<file path="config.mk">
export PLATFORM = sky130hd
export DESIGN_NAME = cam_reg_sequencer
export DESIGN_NICKNAME = d
export VERILOG_FILES = /design/src/rtl/cam_reg_sequencer.sv
export SDC_FILE = /design/constraint.sdc
export NUM_CORES = 1
export LEC_CHECK = 0
export CAP_MARGIN = 20
export CORE_AREA = 2 2 101 103
export CTS_CLUSTER_SIZE = 30
export DETAILED_ROUTE_END_ITERATION = 16
export DIE_AREA = 0 0 103 105
export HOLD_SLACK_MARGIN = 0.05
export PLACE_DENSITY = 0.54
export SETUP_SLACK_MARGIN = 0.2
export SLEW_MARGIN = 20
export SYNTH_ARGS = -nofsm -noshare
export SYNTH_HDL_FRONTEND = slang
export SYNTH_SLANG_ARGS = --single-unit
export TNS_END_PERCENT = 1
</file>
<file path="constraint.sdc">
create_clock -name clk_25M_i -period 5 [get_ports clk_25M_i]
set_input_delay 1 -clock clk_25M_i [delete_from_list [all_inputs] [get_ports clk_25M_i]]
set_output_delay 1 -clock clk_25M_i [all_outputs]
set_load 0.005 [all_outputs]
</file>
<file path="src/rtl/cam_reg_sequencer.sv">
// Camera register sequencer for an OV7670 behind an SCCB serial writer.
// After reset it waits for power-up, soft-resets the sensor (COM7 = 0x80), waits for the
// sensor to settle, then writes a fixed register table. Once configured it accepts 16-bit
// exposure updates and writes each as COM1, AECH, AECHH so alternate frames can differ.
//
// Ports:
//   clk_25M_i        25 MHz system clock
//   rst_n_25M_i      asynchronous active-low reset
//   sccb_ready_i     SCCB writer idle flag
//   sccb_start_o     write request, level-held until the writer drops ready
//   sccb_address_o   camera register address
//   sccb_data_o      camera register data
//   exp_valid_i      exposure update request
//   exp_value_i      exposure value AEC[15:0]
//   exp_ready_o      exposure update can be accepted (IDLE only)
//   config_done_o    initial configuration complete, sticky until reset
module cam_reg_sequencer #(
  parameter int unsigned POWERUP_WAIT = 250000,
  parameter int unsigned RESET_WAIT   = 250000,
  parameter int unsigned ROM_DEPTH    = 64
) (
  input  logic        clk_25M_i,
  input  logic        rst_n_25M_i,
  input  logic        sccb_ready_i,
  output logic        sccb_start_o,
  output logic [7:0]  sccb_address_o,
  output logic [7:0]  sccb_data_o,
  input  logic        exp_valid_i,
  input  logic [15:0] exp_value_i,
  output logic        exp_ready_o,
  output logic        config_done_o
);

  localparam int unsigned IdxW    = (ROM_DEPTH > 1) ? $clog2(ROM_DEPTH) : 1;
  localparam int unsigned MaxWait = (POWERUP_WAIT > RESET_WAIT) ? POWERUP_WAIT : RESET_WAIT;
  localparam int unsigned CntW    = ($clog2(MaxWait + 1) > 18) ? $clog2(MaxWait + 1) : 18;

  typedef enum logic [2:0] {
    StPwrWait,
    StLoad,
    StIssue,
    StAck,
    StBusy,
    StSettle,
    StIdle,
    StExpLoad
  } state_e;

  state_e            state_q, state_d;
  logic [CntW-1:0]   cnt_q, cnt_d;
  logic [IdxW-1:0]   rom_idx_q, rom_idx_d;
  logic              exp_mode_q, exp_mode_d;   // current write belongs to an exposure update
  logic [1:0]        exp_step_q, exp_step_d;
  logic [15:0]       exp_q, exp_d;
  logic [7:0]        addr_q, addr_d;
  logic [7:0]        data_q, data_d;
  logic              start_q, start_d;
  logic              config_done_q, config_done_d;

  logic [15:0]       rom_word;
  logic [7:0]        exp_addr;
  logic [7:0]        exp_data;

  // Register table: {addr, data}; addr 0xFF terminates.
  function automatic logic [15:0] rom_entry(input logic [IdxW-1:0] idx);
    case (idx)
      IdxW'(0): rom_entry = 16'h1280;  // COM7: soft reset
      IdxW'(1): rom_entry = 16'h1101;  // CLKRC: prescaler
      IdxW'(2): rom_entry = 16'h0C04;  // COM3: scaling enable
      IdxW'(3): rom_entry = 16'h3E19;  // COM14: PCLK divider
      default:  rom_entry = 16'hFFFF;
    endcase
  endfunction

  assign rom_word = rom_entry(rom_idx_q);

  always_comb begin
    exp_addr = 8'h07;
    exp_data = {2'b00, exp_q[15:10]};
    unique case (exp_step_q)
      2'd0: begin
        exp_addr = 8'h04;
        exp_data = {6'b0, exp_q[1:0]};
      end
      2'd1: begin
        exp_addr = 8'h10;
        exp_data = exp_q[9:2];
      end
      default: begin
        exp_addr = 8'h07;
        exp_data = {2'b00, exp_q[15:10]};
      end
    endcase
  end

  always_comb begin
    state_d       = state_q;
    cnt_d         = cnt_q;
    rom_idx_d     = rom_idx_q;
    exp_mode_d    = exp_mode_q;
    exp_step_d    = exp_step_q;
    exp_d         = exp_q;
    addr_d        = addr_q;
    data_d        = data_q;
    start_d       = start_q;
    config_done_d = config_done_q;

    unique case (state_q)
      StPwrWait: begin
        if (cnt_q == CntW'(POWERUP_WAIT)) begin
          cnt_d     = '0;
          rom_idx_d = '0;
          state_d   = StLoad;
        end else begin
          cnt_d = cnt_q + CntW'(1);
        end
      end
      StLoad: begin
        if (rom_word[15:8] == 8'hFF) begin
          config_done_d = 1'b1;
          state_d       = StIdle;
        end else begin
          addr_d     = rom_word[15:8];
          data_d     = rom_word[7:0];
          exp_mode_d = 1'b0;
          state_d    = StIssue;
        end
      end
      StIssue: begin
        if (sccb_ready_i) begin
          start_d = 1'b1;
          state_d = StAck;
        end
      end
      StAck: begin
        // The writer acknowledges by dropping ready; no timeout by design.
        if (!sccb_ready_i) begin
          start_d = 1'b0;
          state_d = StBusy;
        end
      end
      StBusy: begin
        if (sccb_ready_i) begin
          if (exp_mode_q) begin
            if (exp_step_q == 2'd2) begin
              exp_step_d = 2'd0;
              state_d    = StIdle;
            end else begin
              exp_step_d = exp_step_q + 2'd1;
              state_d    = StExpLoad;
            end
          end else if (rom_idx_q == '0) begin
            cnt_d   = '0;
            state_d = StSettle;
          end else if (rom_idx_q == IdxW'(ROM_DEPTH - 1)) begin
            // Table filled every slot without an end marker.
            config_done_d = 1'b1;
            state_d       = StIdle;
          end else begin
            rom_idx_d = rom_idx_q + IdxW'(1);
            state_d   = StLoad;
          end
        end
      end
      StSettle: begin
        if (cnt_q == CntW'(RESET_WAIT)) begin
          cnt_d     = '0;
          rom_idx_d = IdxW'(1);
          state_d   = StLoad;
        end else begin
          cnt_d = cnt_q + CntW'(1);
        end
      end
      StIdle: begin
        if (exp_valid_i) begin
          exp_d      = exp_value_i;
          exp_step_d = 2'd0;
          exp_mode_d = 1'b1;
          state_d    = StExpLoad;
        end
      end
      StExpLoad: begin
        addr_d  = exp_addr;
        data_d  = exp_data;
        state_d = StIssue;
      end
      default: state_d = StPwrWait;
    endcase
  end

  always_ff @(posedge clk_25M_i or negedge rst_n_25M_i) begin
    if (!rst_n_25M_i) begin
      state_q       <= StPwrWait;
      cnt_q         <= '0;
      rom_idx_q     <= '0;
      exp_mode_q    <= 1'b0;
      exp_step_q    <= 2'd0;
      exp_q         <= 16'h0000;
      addr_q        <= 8'h00;
      data_q        <= 8'h00;
      start_q       <= 1'b0;
      config_done_q <= 1'b0;
    end else begin
      state_q       <= state_d;
      cnt_q         <= cnt_d;
      rom_idx_q     <= rom_idx_d;
      exp_mode_q    <= exp_mode_d;
      exp_step_q    <= exp_step_d;
      exp_q         <= exp_d;
      addr_q        <= addr_d;
      data_q        <= data_d;
      start_q       <= start_d;
      config_done_q <= config_done_d;
    end
  end

  assign sccb_start_o   = start_q;
  assign sccb_address_o = addr_q;
  assign sccb_data_o    = data_q;
  assign exp_ready_o    = (state_q == StIdle);
  assign config_done_o  = config_done_q;

endmodule

</file>
After elaboration in Yosys (flattened, before gate mapping):

Index checks and enable logic that the tools add are counted.

* logic and storage cells: 110
* bits of input ports: 20
* output and inout bits: 19
* register bits after elaboration: 64

* reductions and logical operators: 20
* add/subtract/negate cells: 3
* equal/unequal tests: 30
* mux-type cells: 47

Operator list (count)
* $mux W18: 4
* $pmux W16 S4: 1
* $pmux W8 S2: 3
* $mux W6: 6
* $pmux W18 S2: 1
* $ne A2 B2 Y1 const B: 14
* $mux W3: 9
* $pmux W3 S7: 1
* $add A18 B1 Y18 const B: 1
* $eq A18 B18 Y1 const B: 1
* $pmux W6 S3: 1
* $mux W8: 2
* $eq A3 B3 Y1 const B: 4
* $eq A6 B2 Y1 const B: 2
* $reduce_bool A2 Y1: 6
* $mux W1: 10
* $pmux W5 S2: 1
* $eq A8 B8 Y1 const B: 1
* $mux W2: 4
* $reduce_and A4 Y1: 2
* $reduce_and A7 Y1: 1
* $add A6 B1 Y6 const B: 1
* $eq A3 B2 Y1 const B: 2
* $eq A6 B1 Y1 const B: 1
* 17 further kinds: 21

Longest topological paths before layout:

* word-level depth: 6
* gate-level depth with buffers: 9
* gate-level depth less buffers: 8

Worst setup path before layout:

Ideal clock, no wire load.

* path kind: register to register
* from: register rom_idx_q[0]
* to: register rom_idx_q[4]
* path buffers: 1
* cell stages (with the launch flop): 9
* arrival: 2.177 ns
* setup slack: 2.754 ns
* cells stage by stage: dfrtp_1 ha_1 buf_6 and3_4 a31oi_1 o211ai_1 a221o_2 or4_1 nand3_1

* longest elaborated chain between the ends: 6
* elaborated cells on any way between the ends: 11

Ends and longest elaborated chain
* start, declared: line 51 `logic [IdxW-1:0] rom_idx_q, rom_idx_d;`
* start signal, assigned: line 206 `rom_idx_q <= rom_idx_d;`
* $add A6 B1 Y6: line 160 `rom_idx_d = rom_idx_q + IdxW'(1);`
* $mux W6: line 155 `end else if (rom_idx_q == IdxW'(ROM_DEPTH - 1)) begin`
* $mux W6: line 152 `end else if (rom_idx_q == '0) begin`
* $mux W6: line 144 `if (exp_mode_q) begin`
* $mux W6: line 143 `if (sccb_ready_i) begin`
* $pmux W6 S3: line 108 `unique case (state_q)`

Parallel ways exist; a longest one is shown, timed or not. The select of a mux whose other input is x is not followed.
A chain may end at the register's enable or synchronous reset.

Worst setup path after layout:

* from: register state_q[1]
* to: output exp_ready_o

* longest elaborated chain between the ends: 1

Ends and longest elaborated chain
* start, declared: line 49 `state_e state_q, state_d;`
* start signal, assigned: line 193 `state_q <= StPwrWait;`
* start signal, assigned: line 204 `state_q <= state_d;`
* $eq A3 B3 Y1: line 220 `assign exp_ready_o = (state_q == StIdle);`
* end, declared: line 30 `output logic exp_ready_o,`

Every way passes these cells.

==> metrics <==
status finished clean; synthesized area approximately 3300 um2; vias post-DR between 2000 and 3000; critical setup path kind flip-flop to primary output; PnR Total Power 0.00211 W; Max Clock Freq 318 MHz; post-DR wirelength/cell 15.4 um; flop2flop setup slack around 2500 ps; First-pass DRT Iterations 4; gp weighted congestion 0.846; Final ANT Viol Nets 0; post-synth top area share 47.2%; setup tns final 0 ps; Layout Cells excl Fill 522; unrepaired setup endpoints after global routing false; Via density 5.20; pin count of the biggest net entering global routing 43; asr flop ratio synth 100%; setup bufs post-CTS 0; Longest Clk Path Bufs 2; Diodes inserted 0; hold path startpoint exp_q[8]; syn nets 374; Placement Cell Area 3820 um2; max_cap viols 0; Final Max Tran Viols 0; reg2reg end rom_idx_q[4]; Final Hold Vio Count 0; Cell variety after synth 56; PostCTS Resize Cnt 0; H-tree depth 3; worst hold endpoint sccb_data_o[6]; first-pass GRT wire length between 10000 and 15000 um; Clock Skews 9.04 ps; hold-fix buffers at CTS 0; final worst path period need approximately 3100 ps; static leakage 1.68 nW; grt total ovfl 0; Rows 36; placed cells roughly 500; cts bufs inserted 9; worst hold path type flip-flop to flip-flop; WP data required ~4000 ps; Port-buffer cells 38; overall routing resource usage 15.7%; Seq cells post-synth 63; WHS Path Cells 1; power density over cell area 525 nW/um2; R2R depth 7; vias in the first global route approximately 2600; I/O Pins 39; sequential share of the synthesized area 47.2%; synthesized area per cell about 9.6 um2; arrival time at the worst endpoint 2140 ps; Die H 105 um; Startpoint Class flip-flop; cell taking the most area after synthesis dfrtp_1; Starting Density 34.7%; antenna violations before repair 0; Area Growth Syn to Fin 19.9%; Clock Latency Late Sink 340 ps; fin area 4010 um2; CTS Sinks 63; ys flop type dfrtp_1; Layout fillers 965; Slew headroom 50.1%; crit end category primary output; Initial DRC Count around 160; peak supply drop 0.000218 V; CTS tree done; drc violations 0; Final HPWL DP 5640 um; ranking of synthesized cells by area dfrtp_1 (47%), mux2_2 (5.7%), o21ai_0 (5.1%), nand2_1 (3.4%), nor2_1 (3.4%); Tcrit/Tclk final 62.8%; root buffer cell clkbuf_8; layout cells sized above 1 13.4%; final wirelength 8050 um; Die Wd approximately 100 um; Slew @ Worst Pin ~750 ps; Post-Syn Instances 348; Yosys Warn Count 0; reg2reg start rom_idx_q[0]; Post-synth EDFFs 0; clock slew at reported path FFs 80 ps; die area between 10000 and 15000 um2; Max Fanout on Critical Path 14; # setup viols final 0; post-layout net count 410; core area ~9600 um2
==> cells by family (layout without fill, tap and decap cells) <==
family                     Yosys count  count (layout)  share of synthesized area, %
and+or+nand+nor                    136             136                          22.0
AOI/OAI and AO/OA                   88              88                          16.2
DFF                                 63              63                          47.2
buffers and inverters               27              68                          3.59
muxes                               20              20                          6.62
xor gates and xnor gates             8               8                          2.10
adders and majority gates            6               6                          2.25
==> stage by stage <==
step	util (%)	hold slack, ps	setup WS [ps]
floorplan	-	454	2750
global placement	39.6	472	2120
detailed placement	39.7	478	2090
CTS	41.5	501	1880
global route	41.6	519	1750
finish	41.6	499	1860
==> report_power, final <==
part | switching (W) | internal (W) | total [W] | leakage [nW]
Clock | 0.000230 | 0.000185 | 0.000415 | 0.0866
Sequential | 0.000175 | 0.000679 | 0.000854 | 0.805
Combinational | 0.000449 | 0.000388 | 0.000837 | 0.789
Total | 0.000854 | 0.00125 | 0.00211 | 1.68
==> registers in the layout (all words and copies together), names as in the netlist <==
| name | count |
|---|---|
| sccb_start_o | 1 |
| cnt_q | 18 |
| config_done_o | 1 |
| rom_idx_q | 6 |
| sccb_address_o | 7 |
| state_q | 3 |
| exp_mode_q | 1 |
| exp_step_q | 2 |
| exp_q | 16 |
| sccb_data_o | 8 |
==> layout make-up <==
class                   count  area [um2]  share of cell area [%]
clock buffers               9         124                    3.09
well taps                 133         166                    4.15
clock inverters             7        55.1                    1.37
inverters                  13        48.8                    1.22
multi-input cells         258        1660                    41.3
repair buffers             39         383                    9.55
flip-flops and latches     63        1580                    39.3
==> worst max-delay path, stage by stage (launching register included) <==
cell	delay [ps]
dfrtp_1	600
inv_1	310
nor2_1	330
clkdlybuf4s50_1	570
==> per-layer routing <==
layer  up-vias  part of all wire, %  track usage (%)
met5         -                    0                0
met4         0                 0.66             3.95
met3         4                  3.8             2.94
met2        71                   46             23.2
met1      1317                   50             23.5
li1       1325                    -                -
==> Yosys cell counts, drive strengths merged (3+ instances only) <==
library cell  number
nor2              30
and3              13
xnor2              4
mux2              17
mux2i              3
nor3              10
o31ai              8
a221o              3
and2               5
nand2             30
o211ai             3
o21ai             35
nor4b              3
or2                3
buf                8
a31oi              4
ha                 6
a21oi             20
nand2b             6
inv               13
dfrtp             63
nor2b              5
nand3             17
clkbuf             6
xor2               4
==> cell usage in the layout (no fill, tap or decap), types with 5 or more instances in the layout <==
master and instances:
a21oi_1 18, and2_1 5, and3_1 11, clkbuf_8 9
clkdlybuf4s50_1 37, dfrtp_1 63, ha_1 6, inv_1 13
mux2_2 17, nand2_1 30, nand2b_1 6, nand3_1 17
nor2_1 30, nor2b_1 5, nor3_1 9, o21ai_0 34
o31ai_1 8
==> how the worst max path moves through the flow <==
stage | start | end | slack (ps)
after floorplan | rom_idx_q[0] | rom_idx_q[4] | 2750
after CTS | state_q[1] | exp_ready_o | 1880
after detailed placement | sccb_ready_i | cnt_q[15] | 2090
after global routing | state_q[1] | exp_ready_o | 1750
final | state_q[1] | exp_ready_o | 1860
after global placement | sccb_ready_i | cnt_q[9] | 2120
Power figures use the tool's default switching activity.
